File: config.mk
export PLATFORM = sky130hd
export DESIGN_NAME = dijkstra_engine_flat
export DESIGN_NICKNAME = d
export VERILOG_FILES = /design/src/rtl/dijkstra_engine_if.sv /design/src/rtl/dijkstra_engine.sv /design/src/flat_wrapper.sv
export SDC_FILE = /design/constraint.sdc
export NUM_CORES = 1
export LEC_CHECK = 0
export ABC_AREA = 1
export CAP_MARGIN = 30
export CORE_AREA = 2 2 188 264
export CTS_CLUSTER_DIAMETER = 120
export DETAILED_ROUTE_END_ITERATION = 10
export DIE_AREA = 0 0 190 266
export PLACE_DENSITY_LB_ADDON = 0.3
export SYNTH_ARGS = -nofsm -noshare
export SYNTH_HDL_FRONTEND = slang
export SYNTH_SLANG_ARGS = --single-unit
File: constraint.sdc
create_clock -name clk -period 14 [get_ports clk]
set_input_delay 3.5 -clock clk [delete_from_list [all_inputs] [get_ports clk]]
set_output_delay 3.5 -clock clk [all_outputs]
set_load 0.1 [all_outputs]
File: src/rtl/dijkstra_engine_if.sv
// Port bundle for dijkstra_engine: request handshake, adjacency-table read port and result read port.
// target_id is present only when DIJKSTRA_TARGET_EXIT_EN is defined.
interface dijkstra_engine_if #(
  parameter int ID_W   = 9,
  parameter int DIST_W = 14
);
  logic              start;
  logic [ID_W-1:0]   start_id;
`ifdef DIJKSTRA_TARGET_EXIT_EN
  logic [ID_W-1:0]   target_id;
`endif
  logic [ID_W-1:0]   table_row;
  logic [ID_W-1:0]   table_col;
  logic [DIST_W-1:0] table_data;
  logic [ID_W-1:0]   res_addr;
  logic [DIST_W-1:0] res_distance;
  logic [ID_W-1:0]   res_prev;
  logic              busy;
  logic              done;
  logic              error;

`ifdef DIJKSTRA_TARGET_EXIT_EN
  modport master (
    output start, start_id, target_id, table_data, res_addr,
    input  table_row, table_col, res_distance, res_prev, busy, done, error
  );
  modport slave (
    input  start, start_id, target_id, table_data, res_addr,
    output table_row, table_col, res_distance, res_prev, busy, done, error
  );
`else
  modport master (
    output start, start_id, table_data, res_addr,
    input  table_row, table_col, res_distance, res_prev, busy, done, error
  );
  modport slave (
    input  start, start_id, table_data, res_addr,
    output table_row, table_col, res_distance, res_prev, busy, done, error
  );
`endif
endinterface

File: src/rtl/dijkstra_engine.sv
// Sequential single-source shortest-path engine reading an external adjacency table one edge per cycle.
// Optional early exit on reaching a target node is enabled by defining DIJKSTRA_TARGET_EXIT_EN.
module dijkstra_engine #(
  parameter int MAX_NODES = 15,
  parameter int ID_W      = 9,
  parameter int DIST_W    = 14
) (
  input logic              clk,
  input logic              reset,
  dijkstra_engine_if.slave bus
);
  localparam int IDX_W = (MAX_NODES > 1) ? $clog2(MAX_NODES) : 1;
  localparam int CNT_W = ID_W + 1;
  localparam logic [DIST_W-1:0] INF      = {DIST_W{1'b1}};
  localparam logic [DIST_W-1:0] DIST_ZERO = {DIST_W{1'b0}};
  localparam logic [CNT_W-1:0]  CNT_ZERO = {CNT_W{1'b0}};
  localparam logic [CNT_W-1:0]  CNT_ONE  = {{(CNT_W-1){1'b0}}, 1'b1};
  localparam logic [CNT_W-1:0]  LAST     = CNT_W'(MAX_NODES - 1);
  localparam logic [CNT_W-1:0]  NODES    = CNT_W'(MAX_NODES);
  localparam logic [ID_W-1:0]   ID_ZERO  = {ID_W{1'b0}};
  localparam logic [IDX_W-1:0]  IDX_ZERO = {IDX_W{1'b0}};

  typedef enum logic [2:0] {
    S_IDLE   = 3'd0,
    S_INIT   = 3'd1,
    S_SELECT = 3'd2,
    S_RELAX  = 3'd3,
    S_DONE   = 3'd4
  } state_t;

  state_t             r_state, w_state_nxt;
  logic [CNT_W-1:0]   r_cnt, w_cnt_nxt;
  logic [DIST_W-1:0]  r_dist [MAX_NODES];
  logic [ID_W-1:0]    r_prev [MAX_NODES];
  logic [MAX_NODES-1:0] r_visited;
  logic [IDX_W-1:0]   r_src, r_u, r_best_id;
  logic [DIST_W-1:0]  r_du, r_best_dist;
  logic               r_found, r_busy, r_done, r_error;
  logic [ID_W-1:0]    r_row, r_col;
  logic               w_busy_nxt, w_done_nxt;
  logic [ID_W-1:0]    w_row_nxt, w_col_nxt;
  logic [IDX_W-1:0]   w_idx, w_v, w_sel_id, w_res_idx;
  logic [DIST_W-1:0]  w_sel_dist;
  logic [DIST_W:0]    w_sum;
  logic               w_start_ok, w_found_cur, w_cand, w_sel_found, w_target_hit, w_relax, w_res_ok;

  assign w_start_ok  = bus.start && (bus.start_id < ID_W'(MAX_NODES));
  assign w_idx       = IDX_W'(r_cnt);
  assign w_v         = IDX_W'(r_cnt - CNT_ONE);
  // Scan candidate: a running minimum restarts at index 0; strict < keeps the lowest index on ties.
  assign w_found_cur = r_found && (r_cnt != CNT_ZERO);
  assign w_cand      = !r_visited[w_idx] && (r_dist[w_idx] != INF) &&
                       (!w_found_cur || (r_dist[w_idx] < r_best_dist));
  assign w_sel_found = w_found_cur || w_cand;
  assign w_sel_id    = w_cand ? w_idx : r_best_id;
  assign w_sel_dist  = w_cand ? r_dist[w_idx] : r_best_dist;
  // Table data lags the column address by one cycle, so count c relaxes node c-1.
  assign w_sum       = {1'b0, r_du} + {1'b0, bus.table_data};
  assign w_relax     = (r_state == S_RELAX) && (r_cnt != CNT_ZERO) && (bus.table_data != INF) &&
                       !r_visited[w_v] && (w_v != r_u) && (w_sum < {1'b0, INF}) &&
                       (w_sum[DIST_W-1:0] < r_dist[w_v]);

`ifdef DIJKSTRA_TARGET_EXIT_EN
  logic [ID_W-1:0] r_target;
  assign w_target_hit = w_sel_found && (ID_W'(w_sel_id) == r_target);
`else
  assign w_target_hit = 1'b0;
`endif

  // State register plus registered handshake and table-address outputs.
  always_ff @(posedge clk) begin
    if (reset) begin
      r_state <= S_IDLE;
      r_cnt   <= CNT_ZERO;
      r_busy  <= 1'b0;
      r_done  <= 1'b0;
      r_row   <= ID_ZERO;
      r_col   <= ID_ZERO;
    end else begin
      r_state <= w_state_nxt;
      r_cnt   <= w_cnt_nxt;
      r_busy  <= w_busy_nxt;
      r_done  <= w_done_nxt;
      r_row   <= w_row_nxt;
      r_col   <= w_col_nxt;
    end
  end

  // Next-state and phase counter.
  always_comb begin
    w_state_nxt = r_state;
    w_cnt_nxt   = r_cnt + CNT_ONE;
    case (r_state)
      S_IDLE: begin
        w_cnt_nxt = CNT_ZERO;
        if (bus.start) begin
          w_state_nxt = w_start_ok ? S_INIT : S_DONE;
        end else begin
          w_state_nxt = S_IDLE;
        end
      end
      S_INIT: begin
        if (r_cnt == LAST) begin
          w_state_nxt = S_SELECT;
          w_cnt_nxt   = CNT_ZERO;
        end else begin
          w_state_nxt = S_INIT;
        end
      end
      S_SELECT: begin
        if (r_cnt == LAST) begin
          w_cnt_nxt   = CNT_ZERO;
          w_state_nxt = (!w_sel_found || w_target_hit) ? S_DONE : S_RELAX;
        end else begin
          w_state_nxt = S_SELECT;
        end
      end
      S_RELAX: begin
        if (r_cnt == NODES) begin
          w_state_nxt = S_SELECT;
          w_cnt_nxt   = CNT_ZERO;
        end else begin
          w_state_nxt = S_RELAX;
        end
      end
      S_DONE: begin
        w_state_nxt = S_IDLE;
        w_cnt_nxt   = CNT_ZERO;
      end
      default: begin
        w_state_nxt = S_IDLE;
        w_cnt_nxt   = CNT_ZERO;
      end
    endcase
  end

  // Output decode from the upcoming state; an invalid start reaches DONE without ever raising busy.
  always_comb begin
    w_busy_nxt = 1'b0;
    w_done_nxt = 1'b0;
    w_row_nxt  = ID_ZERO;
    w_col_nxt  = ID_ZERO;
    case (w_state_nxt)
      S_INIT, S_SELECT: w_busy_nxt = 1'b1;
      S_RELAX: begin
        w_busy_nxt = 1'b1;
        if (w_cnt_nxt < NODES) begin
          w_row_nxt = (r_state == S_RELAX) ? ID_W'(r_u) : ID_W'(w_sel_id);
          w_col_nxt = ID_W'(w_cnt_nxt);
        end else begin
          w_row_nxt = ID_ZERO;
          w_col_nxt = ID_ZERO;
        end
      end
      S_DONE: begin
        w_done_nxt = 1'b1;
        w_busy_nxt = (r_state != S_IDLE);
      end
      default: w_busy_nxt = 1'b0;
    endcase
  end

  // Distance/predecessor tables, visited set and selection bookkeeping.
  always_ff @(posedge clk) begin
    if (reset) begin
      for (int i = 0; i < MAX_NODES; i++) begin
        r_dist[i] <= INF;
        r_prev[i] <= ID_ZERO;
      end
      r_visited   <= {MAX_NODES{1'b0}};
      r_src       <= IDX_ZERO;
      r_u         <= IDX_ZERO;
      r_best_id   <= IDX_ZERO;
      r_du        <= DIST_ZERO;
      r_best_dist <= DIST_ZERO;
      r_found     <= 1'b0;
      r_error     <= 1'b0;
`ifdef DIJKSTRA_TARGET_EXIT_EN
      r_target    <= ID_ZERO;
`endif
    end else begin
      case (r_state)
        S_IDLE: begin
          if (bus.start) begin
            r_error <= !w_start_ok;
            r_src   <= IDX_W'(bus.start_id);
`ifdef DIJKSTRA_TARGET_EXIT_EN
            r_target <= bus.target_id;
`endif
          end
        end
        S_INIT: begin
          r_dist[w_idx]    <= INF;
          r_prev[w_idx]    <= ID_W'(r_cnt);
          r_visited[w_idx] <= 1'b0;
          if (r_cnt == LAST) begin
            r_dist[r_src] <= DIST_ZERO;
          end
        end
        S_SELECT: begin
          r_found     <= w_sel_found;
          r_best_id   <= w_sel_id;
          r_best_dist <= w_sel_dist;
          if ((r_cnt == LAST) && w_sel_found) begin
            r_visited[w_sel_id] <= 1'b1;
            r_u                 <= w_sel_id;
            r_du                <= w_sel_dist;
          end
        end
        S_RELAX: begin
          if (w_relax) begin
            r_dist[w_v] <= w_sum[DIST_W-1:0];
            r_prev[w_v] <= ID_W'(r_u);
          end
        end
        default: r_found <= r_found;
      endcase
    end
  end

  assign w_res_ok          = bus.res_addr < ID_W'(MAX_NODES);
  assign w_res_idx         = IDX_W'(bus.res_addr);
  assign bus.res_distance  = w_res_ok ? r_dist[w_res_idx] : INF;
  assign bus.res_prev      = w_res_ok ? r_prev[w_res_idx] : ID_ZERO;
  assign bus.busy          = r_busy;
  assign bus.done          = r_done;
  assign bus.error         = r_error;
  assign bus.table_row     = r_row;
  assign bus.table_col     = r_col;
endmodule

File: src/flat_wrapper.sv
// flat-port wrapper written by rule: the top's interface ports become plain ports
module dijkstra_engine_flat 
#(
  parameter int MAX_NODES = 15,
  parameter int ID_W      = 9,
  parameter int DIST_W    = 14
)
  (clk, reset, bus_start, bus_start_id, bus_table_data, bus_res_addr, bus_table_row, bus_table_col, bus_res_distance, bus_res_prev, bus_busy, bus_done, bus_error);
  dijkstra_engine_if #(.ID_W(ID_W), .DIST_W(DIST_W)) bus_i ();
  input logic clk;
  input logic reset;
  input wire logic [$bits(bus_i.start)-1:0] bus_start;
  input wire logic [$bits(bus_i.start_id)-1:0] bus_start_id;
  input wire logic [$bits(bus_i.table_data)-1:0] bus_table_data;
  input wire logic [$bits(bus_i.res_addr)-1:0] bus_res_addr;
  output wire logic [$bits(bus_i.table_row)-1:0] bus_table_row;
  output wire logic [$bits(bus_i.table_col)-1:0] bus_table_col;
  output wire logic [$bits(bus_i.res_distance)-1:0] bus_res_distance;
  output wire logic [$bits(bus_i.res_prev)-1:0] bus_res_prev;
  output wire logic [$bits(bus_i.busy)-1:0] bus_busy;
  output wire logic [$bits(bus_i.done)-1:0] bus_done;
  output wire logic [$bits(bus_i.error)-1:0] bus_error;
  assign bus_i.start = bus_start;
  assign bus_i.start_id = bus_start_id;
  assign bus_i.table_data = bus_table_data;
  assign bus_i.res_addr = bus_res_addr;
  assign bus_table_row = bus_i.table_row;
  assign bus_table_col = bus_i.table_col;
  assign bus_res_distance = bus_i.res_distance;
  assign bus_res_prev = bus_i.res_prev;
  assign bus_busy = bus_i.busy;
  assign bus_done = bus_i.done;
  assign bus_error = bus_i.error;
  dijkstra_engine #(.MAX_NODES(MAX_NODES), .ID_W(ID_W), .DIST_W(DIST_W)) u_core (.clk(clk), .reset(reset), .bus(bus_i));
endmodule
==> flow_summary.yaml <==
detailed_routing:
  drtIter0Drc: 3743
  drc: 0
  ant_nets: 0
  wire_per_inst_microns: 22.19
  finalWirelength_mm: 106.6
  via_count: 29566
  drt_pass1_iterations: 7
  vias_per_cell: 6.156
yosys:
  synth_cell_types: 58
  synth.avg_cell_area_sq_um: 6.592
  ys_ff_latch: 453
  ys_warn_count: 0
  synthesis.instances: 4262
  yosys.area.top_type: "dfxtp_1"
  synth-edff-count: 144
  ys_top_cells_by_area: "dfxtp_1 22%, edfxtp_1 15%, nand2_1 11%, a21oi_1 9.1%, nand3_1 8.8%"
  postSynth.asyncResetShare_pct: 0
  syn-cell-area_sq_um: 28100
  ys_seq_area_share_pct: 37.41
  synth_top_area_share_pct: 22.02
  synth_flop_cell: "dfxtp_1"
global_routing:
  grt_max_degree: 110
  grt_pass1_vias: 26559
  grt_pass1_wl_mm: 158.8
  grt_overflow: 0
  antenna_found_initial: 0
  gr-usage-all-layers_pct: 41.30
clock_tree:
  postCtsHoldBufs: 0
  numCtsBuffers: 46
  cts_tree: "done"
  clk_pin_slew_ns: 0.07
  htreeDepth: 2
  cts_resized: 0
  cts.sinks: 453
  post_cts_buffers: 0
  root_buffer: "clkbuf_16"
  cts_max_path_buffers: 3
  insertion_delay_ns: 0.59
sta:
  rsz0062_at_grt: "false"
  finalHoldViolCount: 0
  slew_violations: 0
  setup_viol: 0
  max_freq_ghz: 0.09084
  fin_skew_ns: 0.01973
  period_share_pct: 78.63
  relSlewSlack_pct: 29.14
  tightest_slew_ns: 1.052
  tns_ns: 0
  period_minus_slack_ns: 11.01
  hold_slack_ns: 0.4777
worst_setup_path:
  critPathMaxStageDelay_ns: 1.03
  path_buf_inv: 5
  end_kind: "output port"
  crit_chain: "clkdlybuf4s50_1 > buf_4 > clkinv_1 > o41ai_1 > nor4_2 > buf_4 > o31ai_1 > a21oi_1 > clkdlybuf4s50_1"
  path_max_fanout: 30
  slowest_stage: "clkdlybuf4s50_1"
  cp-start-kind: "primary input"
  arrival_ns: 7.51
  worstPathRequired_ns: 10.50
  cp_top_family: "buffers and inverters"
  crit_type: "in -> out"
floorplan:
  rows: 96
  die_area_sq_um: 50540
  coreArea_sq_um: 48410
  io-pin-count: 79
  die_h_microns: 266
  fp.dieW_microns: 190
  initial_core_util_pct: 58.04
pwr:
  power_density_nw_per_um2: 95.24
  p_int_w: 0.002168
  power_switching_w: 0.0007353
  vdd_drop_max_v: 0.00009874
  pwr-share-comb_pct: 7.1
  power_frac_seq_pct: 47.3
  switching_share_pct: 25.32
  p_leak_nw: 14.27
  pwr-share-clk_pct: 45.6
layout:
  final_nets: 4209
  layout-drive-gt1-share_pct: 5.041
  area.growth.synth_to_final_pct: 8.514
  diodes: 0
  nFillCells: 4523
place:
  dp_hpwl_mm: 69.27
  gp_congestion: 1.026
  place.port_buffers: 73
hold_path:
  hold_path_class: "reg -> reg"
run_status:
  status: "finished clean"
job:
  cap_violations: 0
==> power by group through the flow <==
stage                     registers [W]  clock network (W)  logic, W
final                           0.00137            0.00132  0.000206
after global routing            0.00137            0.00137  0.000219
after CTS                       0.00137            0.00132  0.000199
after detailed placement        0.00140                  0  0.000198
after global placement          0.00140                  0  0.000194
after floorplan                 0.00141                  0  0.000126
==> layout make-up <==
type | count | area (sq um) | share of cell area (%)
timing repair buffer | 136 | 1418 | 4.650
clock inverter | 23 | 264.0 | 0.8659
inverter | 426 | 1614 | 5.294
tap | 637 | 797.0 | 2.614
multi-input combinational | 3066 | 14540 | 47.70
sequential | 453 | 10520 | 34.50
clock buffer | 62 | 1335 | 4.379
==> metrics by stage <==
step	std cells	total power [W]	setup slack, ns	util (%)	area, sq um
after global placement	4704	0.001597	3.181	59.00	28560
after detailed placement	4716	0.001600	3.140	59.63	28860
after global routing	4803	0.002960	2.823	62.99	30490
after CTS	4801	0.002895	3.095	62.93	30460
after floorplan	4271	0.001535	3.674	-	28130
final	4803	0.002904	2.991	62.99	30490
==> worst min-delay path: stages, from the launching register on <==
cell and delay (ns):
dfxtp_1 0.33, inv_1 0.06, a21oi_1 0.05
==> flip-flops by register name, indices dropped and copies added (netlist names), 4 cells and up <==
| signal | count |
|---|---|
| u_core.r_src | 4 |
| u_core.bus.table_row | 4 |
| u_core.r_best_dist | 14 |
| u_core.r_du | 14 |
| u_core.r_u | 4 |
| u_core.r_dist | 224 |
| u_core.r_cnt | 10 |
| u_core.r_prev | 144 |
| u_core.r_visited | 15 |
| u_core.r_best_id | 4 |
| u_core.bus.table_col | 9 |
==> metal layers <==
metal | up-vias | share of wire [%] | GRT usage (%)
met5 | - | 0 | 0
met1 | 13262 | 34 | 47.73
li1 | 13773 | - | -
met3 | 551 | 12 | 10.01
met2 | 1980 | 44 | 64.99
met4 | 0 | 9.6 | 33.52
==> layout by cell type, fill, tap and decap left out, types with 12 or more instances in the layout <==
| master | instances |
|---|---|
| dfxtp_1 | 307 |
| nand2_1 | 800 |
| nor3_1 | 25 |
| nor2_1 | 618 |
| a21oi_1 | 509 |
| inv_1 | 405 |
| ha_1 | 43 |
| inv_2 | 14 |
| buf_4 | 50 |
| clkbuf_16 | 49 |
| edfxtp_1 | 144 |
| a221oi_1 | 18 |
| a22oi_1 | 12 |
| o211ai_1 | 61 |
| o21ai_0 | 366 |
| nand3_1 | 494 |
| clkdlybuf4s50_1 | 69 |
| nand4_1 | 14 |
==> synth_stat cells (all sizes together), types with 12 or more instances <==
| library cell | instances |
|---|---|
| nor2 | 636 |
| ha | 44 |
| inv | 422 |
| nand3 | 498 |
| nand2 | 811 |
| buf | 171 |
| clkbuf | 155 |
| nand4 | 14 |
| a21oi | 510 |
| o211ai | 61 |
| edfxtp | 144 |
| a221oi | 18 |
| o21ai | 376 |
| a22oi | 12 |
| nor3 | 26 |
| dfxtp | 309 |
==> path summary, 6_finish.rpt <==
check                            start              endpoint  slack (ns)  depth (start not counted)
setup / recovery       bus_res_addr[3]       bus_res_prev[4]        2.99                          9
hold / removal    u_core.r_visited[11]  u_core.r_visited[11]        0.48                          2
setup reg to reg       u_core.r_cnt[0]   u_core.r_prev[1][1]        6.16                         22
hold reg to reg   u_core.r_visited[11]  u_core.r_visited[11]        0.48                          2
==> logic make-up (layout without fill, tap and decap cells) <==
family | Yosys count | after routing | synth area share, %
AO/OA/AOI/OAI | 1005 | 1005 | 19.14
XOR/XNOR | 11 | 11 | 0.5433
adder cells (fa/ha/maj) | 45 | 45 | 2.031
buffers and inverters | 752 | 647 | 11.00
flip-flops | 453 | 453 | 37.41
other | 1 | 10 | 0.01335
AND/OR/NAND/NOR | 1995 | 1995 | 29.87
No activity file was read; power rests on OpenSTA's default activity.
